$ cat src/rtl/studio2_pkg.sv
// Shared constants and types for the Studio II keypad responder.
package studio2_pkg;

    localparam int          NUM_KEYS     = 10;
    localparam logic [3:0]  KEY_NONE     = 4'hF;
    localparam logic [2:0]  KEYSEL_N_DEF = 3'd2;

    // Keypad 1: main-keyboard digits 0-9 (non-extended set 2 codes)
    localparam logic [7:0] PAD1_CODES [NUM_KEYS] = '{
        8'h45, 8'h16, 8'h1E, 8'h26, 8'h25, 8'h2E, 8'h36, 8'h3D, 8'h3E, 8'h46
    };

    // Keypad 2: numeric-keypad digits 0-9 (non-extended set 2 codes)
    localparam logic [7:0] PAD2_CODES [NUM_KEYS] = '{
        8'h70, 8'h69, 8'h72, 8'h7A, 8'h6B, 8'h73, 8'h74, 8'h6C, 8'h75, 8'h7D
    };

    // Decoded key: pad 0 = keypad 1, pad 1 = keypad 2
    typedef struct packed {
        logic       valid;
        logic       pad;
        logic [3:0] digit;
    } key_t;

    // Selects matrix bit idx; indices 10-15 select nothing and return 0
    function automatic logic key_sel(input logic [9:0] m, input logic [3:0] idx);
        logic hit;
        hit = 1'b0;
        for (int i = 0; i < NUM_KEYS; i++) begin
            hit = hit | (m[i] & (idx == 4'(i)));
        end
        return hit;
    endfunction

endpackage

$ cat src/rtl/studio2_scancode_dec.sv
// Combinational PS/2 scancode to keypad/digit decoder.
module studio2_scancode_dec
    import studio2_pkg::*;
(
    input  logic [7:0] code_i,
    input  logic       ext_i,
    output key_t       key_o
);

    // Match the code against both keypad tables; extended codes never match
    always_comb begin
        key_o = '{valid: 1'b0, pad: 1'b0, digit: KEY_NONE};
        for (int i = 0; i < NUM_KEYS; i++) begin
            if (!ext_i && (code_i == PAD1_CODES[i])) begin
                key_o = '{valid: 1'b1, pad: 1'b0, digit: 4'(i)};
            end else if (!ext_i && (code_i == PAD2_CODES[i])) begin
                key_o = '{valid: 1'b1, pad: 1'b1, digit: 4'(i)};
            end else begin
                key_o = key_o;
            end
        end
    end

endmodule

$ cat src/rtl/studio2_keypad.sv
// Studio II keypad responder: PS/2 key matrix, key-select latch and EF3/EF4.
module studio2_keypad
    import studio2_pkg::*;
#(
    parameter int         STRETCH  = 1,
    parameter logic [2:0] KEYSEL_N = KEYSEL_N_DEF
) (
    input  logic        clk,
    input  logic        reset,
    input  logic [10:0] ps2_key,
    input  logic        io_out,
    input  logic [2:0]  io_n,
    input  logic [7:0]  io_dout,
    output logic        ef3_n,
    output logic        ef4_n,
    output logic [3:0]  key_latch,
    output logic [9:0]  keys1,
    output logic [9:0]  keys2
);

    // Index [0] is keypad 1, [1] is keypad 2
    logic [1:0][9:0] keys_q, keys_d;
    logic [1:0][9:0] pend_q, pend_d;
    logic [1:0][9:0] seen_q, seen_d;
    logic [1:0][9:0] scanned_s;
    logic [3:0]      latch_q, latch_d;
    logic            tog_q;
    logic            io_out_q;
    logic            ef3_q, ef4_q;
    logic            event_s;
    logic            wr_s;
    key_t            dkey_s;
    logic            unused_s;

    assign unused_s = ^io_dout[7:4];

    studio2_scancode_dec u_dec (
        .code_i (ps2_key[7:0]),
        .ext_i  (ps2_key[8]),
        .key_o  (dkey_s)
    );

    // Next-state for matrix, pending/seen flags and latch; latch-write
    // pending clears use the old latch and are applied before the PS/2 event
    always_comb begin
        event_s = (ps2_key[10] != tog_q);
        wr_s    = io_out & ~io_out_q & (io_n == KEYSEL_N);
        keys_d  = keys_q;
        pend_d  = pend_q;
        latch_d = wr_s ? io_dout[3:0] : latch_q;

        for (int p = 0; p < 2; p++) begin
            for (int d = 0; d < NUM_KEYS; d++) begin
                scanned_s[p][d] = seen_q[p][d] | (keys_q[p][d] & (latch_q == 4'(d)));
            end
        end
        seen_d = scanned_s;

        if (wr_s && (latch_q < 4'd10)) begin
            for (int p = 0; p < 2; p++) begin
                if (pend_q[p][latch_q]) begin
                    keys_d[p][latch_q] = 1'b0;
                    pend_d[p][latch_q] = 1'b0;
                end else begin
                    keys_d[p][latch_q] = keys_d[p][latch_q];
                end
            end
        end else begin
            keys_d = keys_d;
        end

        if (event_s && dkey_s.valid) begin
            if (ps2_key[9]) begin
                keys_d[dkey_s.pad][dkey_s.digit] = 1'b1;
                pend_d[dkey_s.pad][dkey_s.digit] = 1'b0;
                seen_d[dkey_s.pad][dkey_s.digit] = 1'b0;
            end else if ((STRETCH == 0) || scanned_s[dkey_s.pad][dkey_s.digit]
                         || !keys_d[dkey_s.pad][dkey_s.digit]) begin
                keys_d[dkey_s.pad][dkey_s.digit] = 1'b0;
                pend_d[dkey_s.pad][dkey_s.digit] = 1'b0;
            end else begin
                pend_d[dkey_s.pad][dkey_s.digit] = 1'b1;
            end
        end else begin
            pend_d = pend_d;
        end
    end

    // State registers; the toggle and strobe history reload from the inputs
    // on reset so a level held across reset produces no event or write
    always_ff @(posedge clk) begin
        if (reset) begin
            keys_q   <= '0;
            pend_q   <= '0;
            seen_q   <= '0;
            latch_q  <= 4'd0;
            tog_q    <= ps2_key[10];
            io_out_q <= io_out;
            ef3_q    <= 1'b1;
            ef4_q    <= 1'b1;
        end else begin
            keys_q   <= keys_d;
            pend_q   <= pend_d;
            seen_q   <= seen_d;
            latch_q  <= latch_d;
            tog_q    <= ps2_key[10];
            io_out_q <= io_out;
            ef3_q    <= ~key_sel(keys_q[0], latch_q);
            ef4_q    <= ~key_sel(keys_q[1], latch_q);
        end
    end

    assign ef3_n     = ef3_q;
    assign ef4_n     = ef4_q;
    assign key_latch = latch_q;
    assign keys1     = keys_q[0];
    assign keys2     = keys_q[1];

endmodule
$ cat config.mk
export PLATFORM = sky130hd
export DESIGN_NAME = studio2_keypad
export DESIGN_NICKNAME = d
export VERILOG_FILES = /design/src/rtl/studio2_pkg.sv /design/src/rtl/studio2_scancode_dec.sv /design/src/rtl/studio2_keypad.sv
export SDC_FILE = /design/constraint.sdc
export NUM_CORES = 1
export LEC_CHECK = 0
export ABC_AREA = 0
export BUFFER_PORTS_ARGS = -buffer_cell sky130_fd_sc_hd__buf_2
export CAP_MARGIN = 30
export CORE_ASPECT_RATIO = 0.9
export CORE_MARGIN = 2
export CORE_UTILIZATION = 29
export CTS_CLUSTER_DIAMETER = 80
export DETAILED_ROUTE_END_ITERATION = 6
export GPL_TIMING_DRIVEN = 0
export PLACE_DENSITY = 0.52
export SLEW_MARGIN = 20
export SYNTH_ARGS = -nofsm -noshare
export SYNTH_HDL_FRONTEND = slang
export SYNTH_SLANG_ARGS = --single-unit
$ cat constraint.sdc
create_clock -name clk -period 6.8 [get_ports clk]
set_clock_uncertainty 0.05 [all_clocks]
set_input_delay 1.02 -clock clk [delete_from_list [all_inputs] [get_ports clk]]
set_output_delay 1.02 -clock clk [all_outputs]
set_load 0.005 [all_outputs]
== Word level (Yosys, flattened, before mapping) ==
Cells that the tools add are included.

* Word-level logic and storage cells: 210
* Flip-flop bits (word level): 68

* Reductions and logical operators: 29
* Multiplexer cells: 58
* Magnitude comparators: 7
* Bitwise operators: 74
* Equality and inequality tests: 31

{| class="wikitable"
|+ Operators by type and width
! operator !! count
|-
| 20-bit two-way mux || 10
|-
| 6-bit two-way mux || 20
|-
| 8-bit by 7-bit == test with 1-bit output (second input constant) || 12
|-
| 10-bit two-way mux || 9
|-
| 20-bit bitwise AND || 3
|-
| 8-bit by 6-bit == test with 1-bit output (second input constant) || 6
|-
| 10-bit bitwise AND || 4
|-
| 20-bit bitwise OR || 2
|-
| 1-bit bitwise OR || 38
|-
| 1-bit logical AND || 25
|-
| 1-bit binary-select mux with 4-bit select || 6
|-
| 1-bit bitwise AND || 22
|-
| 10-bit bitwise mux || 2
|-
| 20-bit NOT || 1
|-
| 4-bit by 3-bit == test with 1-bit output (second input constant) || 4
|-
| 8-bit by 5-bit == test with 1-bit output (second input constant) || 2
|-
| 10-bit demux with 1-bit select || 1
|-
| 4-bit by 5-bit less-than comparator with 1-bit output (second input constant) || 2
|-
| 10-bit NOT || 1
|-
| 1-bit demux with 4-bit select || 2
|-
| 4-bit by 2-bit == test with 1-bit output (second input constant) || 2
|-
| 4-bit == test (second input constant) || 2
|-
| 4-bit by 1-bit >= comparator with 1-bit output (second input constant) || 2
|-
| 1-bit two-way mux || 8
|-
| other kinds (10) || 13
|}

== Logic depth before layout (Yosys ltp) ==
* Word-level depth: 33
* Mapped depth: 16

== By module ==
A second synthesis with hierarchy kept.

* Cell total of the unflattened synthesis: 607
* Area, all modules: 5111.2 um2

{| class="wikitable"
|+ Modules (own cells, without submodules)
! module !! cells each !! instances !! sequential area each (um2) !! area each (um2)
|-
| studio2_keypad || 535 || 1 || 1361.3 || 4579.4
|-
| studio2_scancode_dec || 72 || 1 || 0.0 || 531.8
|}

== Least setup slack after synthesis ==
No wires, ideal clock.

* Kind: in2reg
* From: input port ps2_key[8]
* To: register pend_q[2] (netlist bit)
* Arrival time: 3.868 ns
* Buffers on the path: 6
* Setup time: 0.096 ns
* Stages on the path: 15
* Data required time: 6.654 ns
* Setup slack: 2.786 ns
* Path through: buf_2 -> or3b_1 -> buf_2 -> or3b_1 -> buf_2 -> and4_4 -> and3_1 -> buf_2 -> buf_6 -> mux2i_1 -> mux2_2 -> o221ai_1 -> o211ai_1 -> buf_2 -> o41ai_2

* Cells in the longest elaborated chain, start to end: 33

{| class="wikitable"
|+ Ends and longest elaborated chain
! item !! RTL line !! text
|-
| start, declared || studio2_keypad.sv:10 || <nowiki>input logic [10:0] ps2_key,</nowiki>
|-
| 1-bit zero test * || studio2_scancode_dec.sv:14, studio2_scancode_dec.sv:16 ||
|-
| 1-bit logical AND || studio2_scancode_dec.sv:16 || <nowiki>end else if (!ext_i && (code_i == PAD2_CODES[i])) begin</nowiki>
|-
| 6-bit two-way mux || studio2_scancode_dec.sv:16 ||
|-
| 6-bit two-way mux || studio2_scancode_dec.sv:14 || <nowiki>if (!ext_i && (code_i == PAD1_CODES[i])) begin</nowiki>
|-
| 6-bit two-way mux || studio2_scancode_dec.sv:16 ||
|-
| 6-bit two-way mux || studio2_scancode_dec.sv:14 ||
|-
| 6-bit two-way mux || studio2_scancode_dec.sv:16 ||
|-
| 6-bit two-way mux || studio2_scancode_dec.sv:14 ||
|-
| [17 not listed] || -- ||
|-
| 1-bit demux with 4-bit select || studio2_keypad.sv:75, studio2_keypad.sv:80, studio2_keypad.sv:82 ||
|-
| 10-bit two-way mux (not written as such) || studio2_keypad.sv:75, studio2_keypad.sv:80, studio2_keypad.sv:82 ||
|-
| 10-bit demux with 1-bit select || studio2_keypad.sv:75, studio2_keypad.sv:80, studio2_keypad.sv:82 ||
|-
| 20-bit NOT (no line) || -- ||
|-
| 20-bit bitwise AND (no line) || -- ||
|-
| 20-bit two-way mux || studio2_keypad.sv:77 || <nowiki>end else if ((STRETCH == 0) || scanned_s[dkey_s.pad][dkey_s.digit]</nowiki>
|-
| 20-bit two-way mux || studio2_keypad.sv:73 || <nowiki>if (ps2_key[9]) begin</nowiki>
|-
| 20-bit two-way mux * || studio2_keypad.sv:72 || <nowiki>if (event_s && dkey_s.valid) begin</nowiki>
|-
| end signal, assigned || studio2_keypad.sv:103 || <nowiki>pend_q <= pend_d;</nowiki>
|-
| end, declared || studio2_keypad.sv:23 || <nowiki>logic [1:0][9:0] pend_q, pend_d;</nowiki>
|}

Every way passes the cells marked *; elsewhere a longest branch is shown, timed or not. The select of a mux whose other input is x is not followed.
A chain may end at the register's enable or synchronous reset.

== Final worst setup path ==
* From: input port ps2_key[7]
* To: register keys_q (netlist bit keys1[6])

* Cells in the longest elaborated chain, start to end: 33

{| class="wikitable"
|+ Ends and longest elaborated chain
! item !! RTL line !! text
|-
| 8-bit by 7-bit == test with 1-bit output || studio2_scancode_dec.sv:16 ||
|-
| 1-bit logical AND || studio2_scancode_dec.sv:16 ||
|-
| 6-bit two-way mux || studio2_scancode_dec.sv:16 ||
|-
| 6-bit two-way mux || studio2_scancode_dec.sv:14 ||
|-
| 6-bit two-way mux || studio2_scancode_dec.sv:16 ||
|-
| 6-bit two-way mux || studio2_scancode_dec.sv:14 ||
|-
| 6-bit two-way mux || studio2_scancode_dec.sv:16 ||
|-
| 6-bit two-way mux || studio2_scancode_dec.sv:14 ||
|-
| [17 not listed] || -- ||
|-
| 1-bit demux with 4-bit select || studio2_keypad.sv:74, studio2_keypad.sv:79 ||
|-
| 10-bit two-way mux (not written as such) || studio2_keypad.sv:74, studio2_keypad.sv:79 ||
|-
| 10-bit demux with 1-bit select || studio2_keypad.sv:74, studio2_keypad.sv:79 ||
|-
| 20-bit NOT (no line) || -- ||
|-
| 20-bit bitwise AND (no line) || -- ||
|-
| 20-bit two-way mux || studio2_keypad.sv:77 ||
|-
| 20-bit two-way mux || studio2_keypad.sv:73 ||
|-
| 20-bit two-way mux * || studio2_keypad.sv:72 ||
|-
| end signal, assigned || studio2_keypad.sv:102 || <nowiki>keys_q <= keys_d;</nowiki>
|-
| end, declared || studio2_keypad.sv:22 || <nowiki>logic [1:0][9:0] keys_q, keys_d;</nowiki>
|}

Marks and branches as above.

==> results_dict.tcl <==
set metrics [dict create \
    rows 43 \
    wl_per_cell_um 24.56 \
    holdWs_ns 0.4316 \
    io_buffer_count 40 \
    vdd_drop_max_mv 0.1182 \
    seq_area_frac_synth 0.2987 \
    yosys_warnings 0 \
    num_io_pins 51 \
    endpoint_kind "register" \
    htree_levels 3 \
    drt_pass1_iterations 6 \
    die_w_um 136.2 \
    track_usage 0.2460 \
    netlist_top_cells_count "dfxtp_1 (68), nand2_1 (41), nor2_1 (37), mux2i_1 (36), clkbuf_1 (34)" \
    cp_data_arrival_time_ns 4.93 \
    fp.dieH_um 122.9 \
    clk_pin_slew_ns 0.05 \
    final_nets 642 \
    cp_max_fo 10 \
    dp_hpwl_mm 15.29 \
    diodes 0 \
    path_class "primary input to register" \
    grt_max_degree 11 \
    p_per_area_nw_per_um2 170.8 \
    cts_sinks 68 \
    numCtsBuffers 9 \
    post_cts_resized 0 \
    cts_hold_buf 0 \
    clk_latency_ns 0.35 \
    yosys.area.top_type "dfxtp_1" \
    rsz0062_at_grt "no" \
    required_ns 7.02 \
    syn_area_um2 4558 \
    fmax_mhz 212.1 \
    dp.cells 808 \
    syn2layout_area_growth_pct 15.98 \
    instances_no_fill 822 \
    postCtsSetupBuffers 0 \
    hp-class "register to register" \
    start_kind "primary input" \
    synth_seq_cells 68 \
    grt-ovfl-total 0 \
    max_slew_margin 0.3536 \
    grt_pass1_vias 4731 \
    outcome "finished clean" \
    ant_nets 0 \
    viasPerCell 6.249 \
    syn_avg_cell_area_um2 8.067 \
    initial_core_util 0.2962 \
    synth_top_area_frac 0.2987 \
    core-area_um2 15390 \
    cap_violations 0 \
    antenna_found_initial 0 \
    drt_iter0_markers 829 \
    vias 5137 \
    slew_violations 0 \
    fin_setup_tns_ns 0 \
    drive_above_1_share 0.1484 \
    tightest_slew_ns 0.9608 \
    cts_tree "done" \
    root_buffer "clkbuf_16" \
    wl_mm 20.19 \
    period_share 0.6933 \
    drc 0 \
    grt_pass1_wl_mm 30.15 \
    hold_viol 0 \
    syn_nets 590 \
    synth_edf_count 0 \
    die_area_um2 16740 \
    ys_top_cells_by_area "dfxtp_1 (30%), mux2i_1 (7.9%), a31oi_1 (3.6%), nand2_1 (3.4%), o2111ai_1 (3.3%)" \
    cts.path.max_buffers 2 \
    min_period_ns 4.715 \
    ys.flop_type "dfxtp_1" \
    setup_viol 0 \
    yosysMostFrequentCell "dfxtp_1" \
    async_reset_ff_frac 0 \
    synth.distinct_cells 69 \
    syn_inst 565 \
    p_leak_nw 1.739 \
    routabilityCongestion 0.9771 \
]
-- worst max-delay path, stage by stage --
cell and delay, ns:
clkbuf_1 0.18, nor4b_1 0.73, or3b_1 0.40, buf_2 0.20, and4_4 0.22, and3_1 0.14, buf_2 0.17, buf_6 0.18
mux2i_1 0.32, o22ai_1 0.16, a311oi_2 0.35, o211ai_1 0.19, buf_2 0.27, buf_6 0.20, a211oi_2 0.17
-- power by group --
part | total [W] | switching (W) | leakage, nW | internal [W]
Combinational | 0.0000748 | 0.0000545 | 1.06 | 0.0000204
Sequential | 0.000400 | 0.000000522 | 0.548 | 0.000400
Clock | 0.000428 | 0.000178 | 0.131 | 0.000250
-- final timing paths --
path / from / to / slack (ns) / cells past startpoint
hold / removal: pend_q[19] / pend_q[19] / 0.43 / 2
setup reg to reg: key_latch[1] / keys1[6] / 2.17 / 14
setup / recovery: ps2_key[7] / keys1[6] / 2.09 / 15
hold reg to reg: pend_q[19] / pend_q[19] / 0.43 / 2
-- layout by cell type, fill, tap and decap left out, types with 5 or more instances in the layout --
cell type	count
o21ai_0	10
nand2b_1	5
nand3_1	25
nor3_1	21
and3_1	9
and2_1	17
o211ai_1	10
or3_1	7
nor2b_1	10
o31ai_1	16
nand2_1	41
mux2i_1	36
o22ai_1	13
a311oi_1	5
nor2_1	37
clkbuf_16	9
nor3b_1	7
a211oi_1	14
a221oi_1	9
inv_1	5
a21oi_1	19
buf_2	51
clkbuf_1	35
nand4_1	5
dfxtp_1	68
o2111ai_1	17
a31oi_1	26
a22oi_1	6
-- through the flow --
stage	cell area [µm²]	setup slack (ns)	total power, W	utilization
after global placement	5011	1.559	0.0004796	0.3257
after detailed placement	5029	1.844	0.0004805	0.3268
final	5286	2.085	0.0009032	0.3436
after global routing	5286	1.841	0.0009221	0.3436
after floorplan	4558	2.786	0.0004540	-
after CTS	5286	2.167	0.0009011	0.3436
-- layout make-up --
type | instances | area (µm²)
Multi-Input combinational cell | 441 | 2968
Buffer | 51 | 222.7
Tap cell | 202 | 252.7
Inverter | 5 | 18.77
Clock buffer | 11 | 242.7
Clock inverter | 3 | 15.01
Timing Repair Buffer | 41 | 205.2
Sequential cell | 68 | 1361
Fill cell | 1644 | 10100
-- routing by layer --
layer	global-route usage	up-vias	wire length [µm]
met5	0	-	0
met4	0.09701	0	601
met3	0.04592	39	1884
met2	0.3568	321	8519
met1	0.3580	2485	9182
li1	-	2292	-
-- logic make-up after synthesis --
group           synth area share
flops                     0.2987
xor+xnor                0.007687
mux                      0.08894
compound gates            0.2902
buf+inv                  0.05298
simple gates              0.2616
-- sequential cells by signal (all words and copies together) (netlist names) --
signal     flops
key_latch      4
keys2         10
tog_q          1
seen_q        20
io_out_q       1
ef4_n          1
pend_q        20
ef3_n          1
keys1         10
No activity file was read; power rests on OpenSTA's default activity.
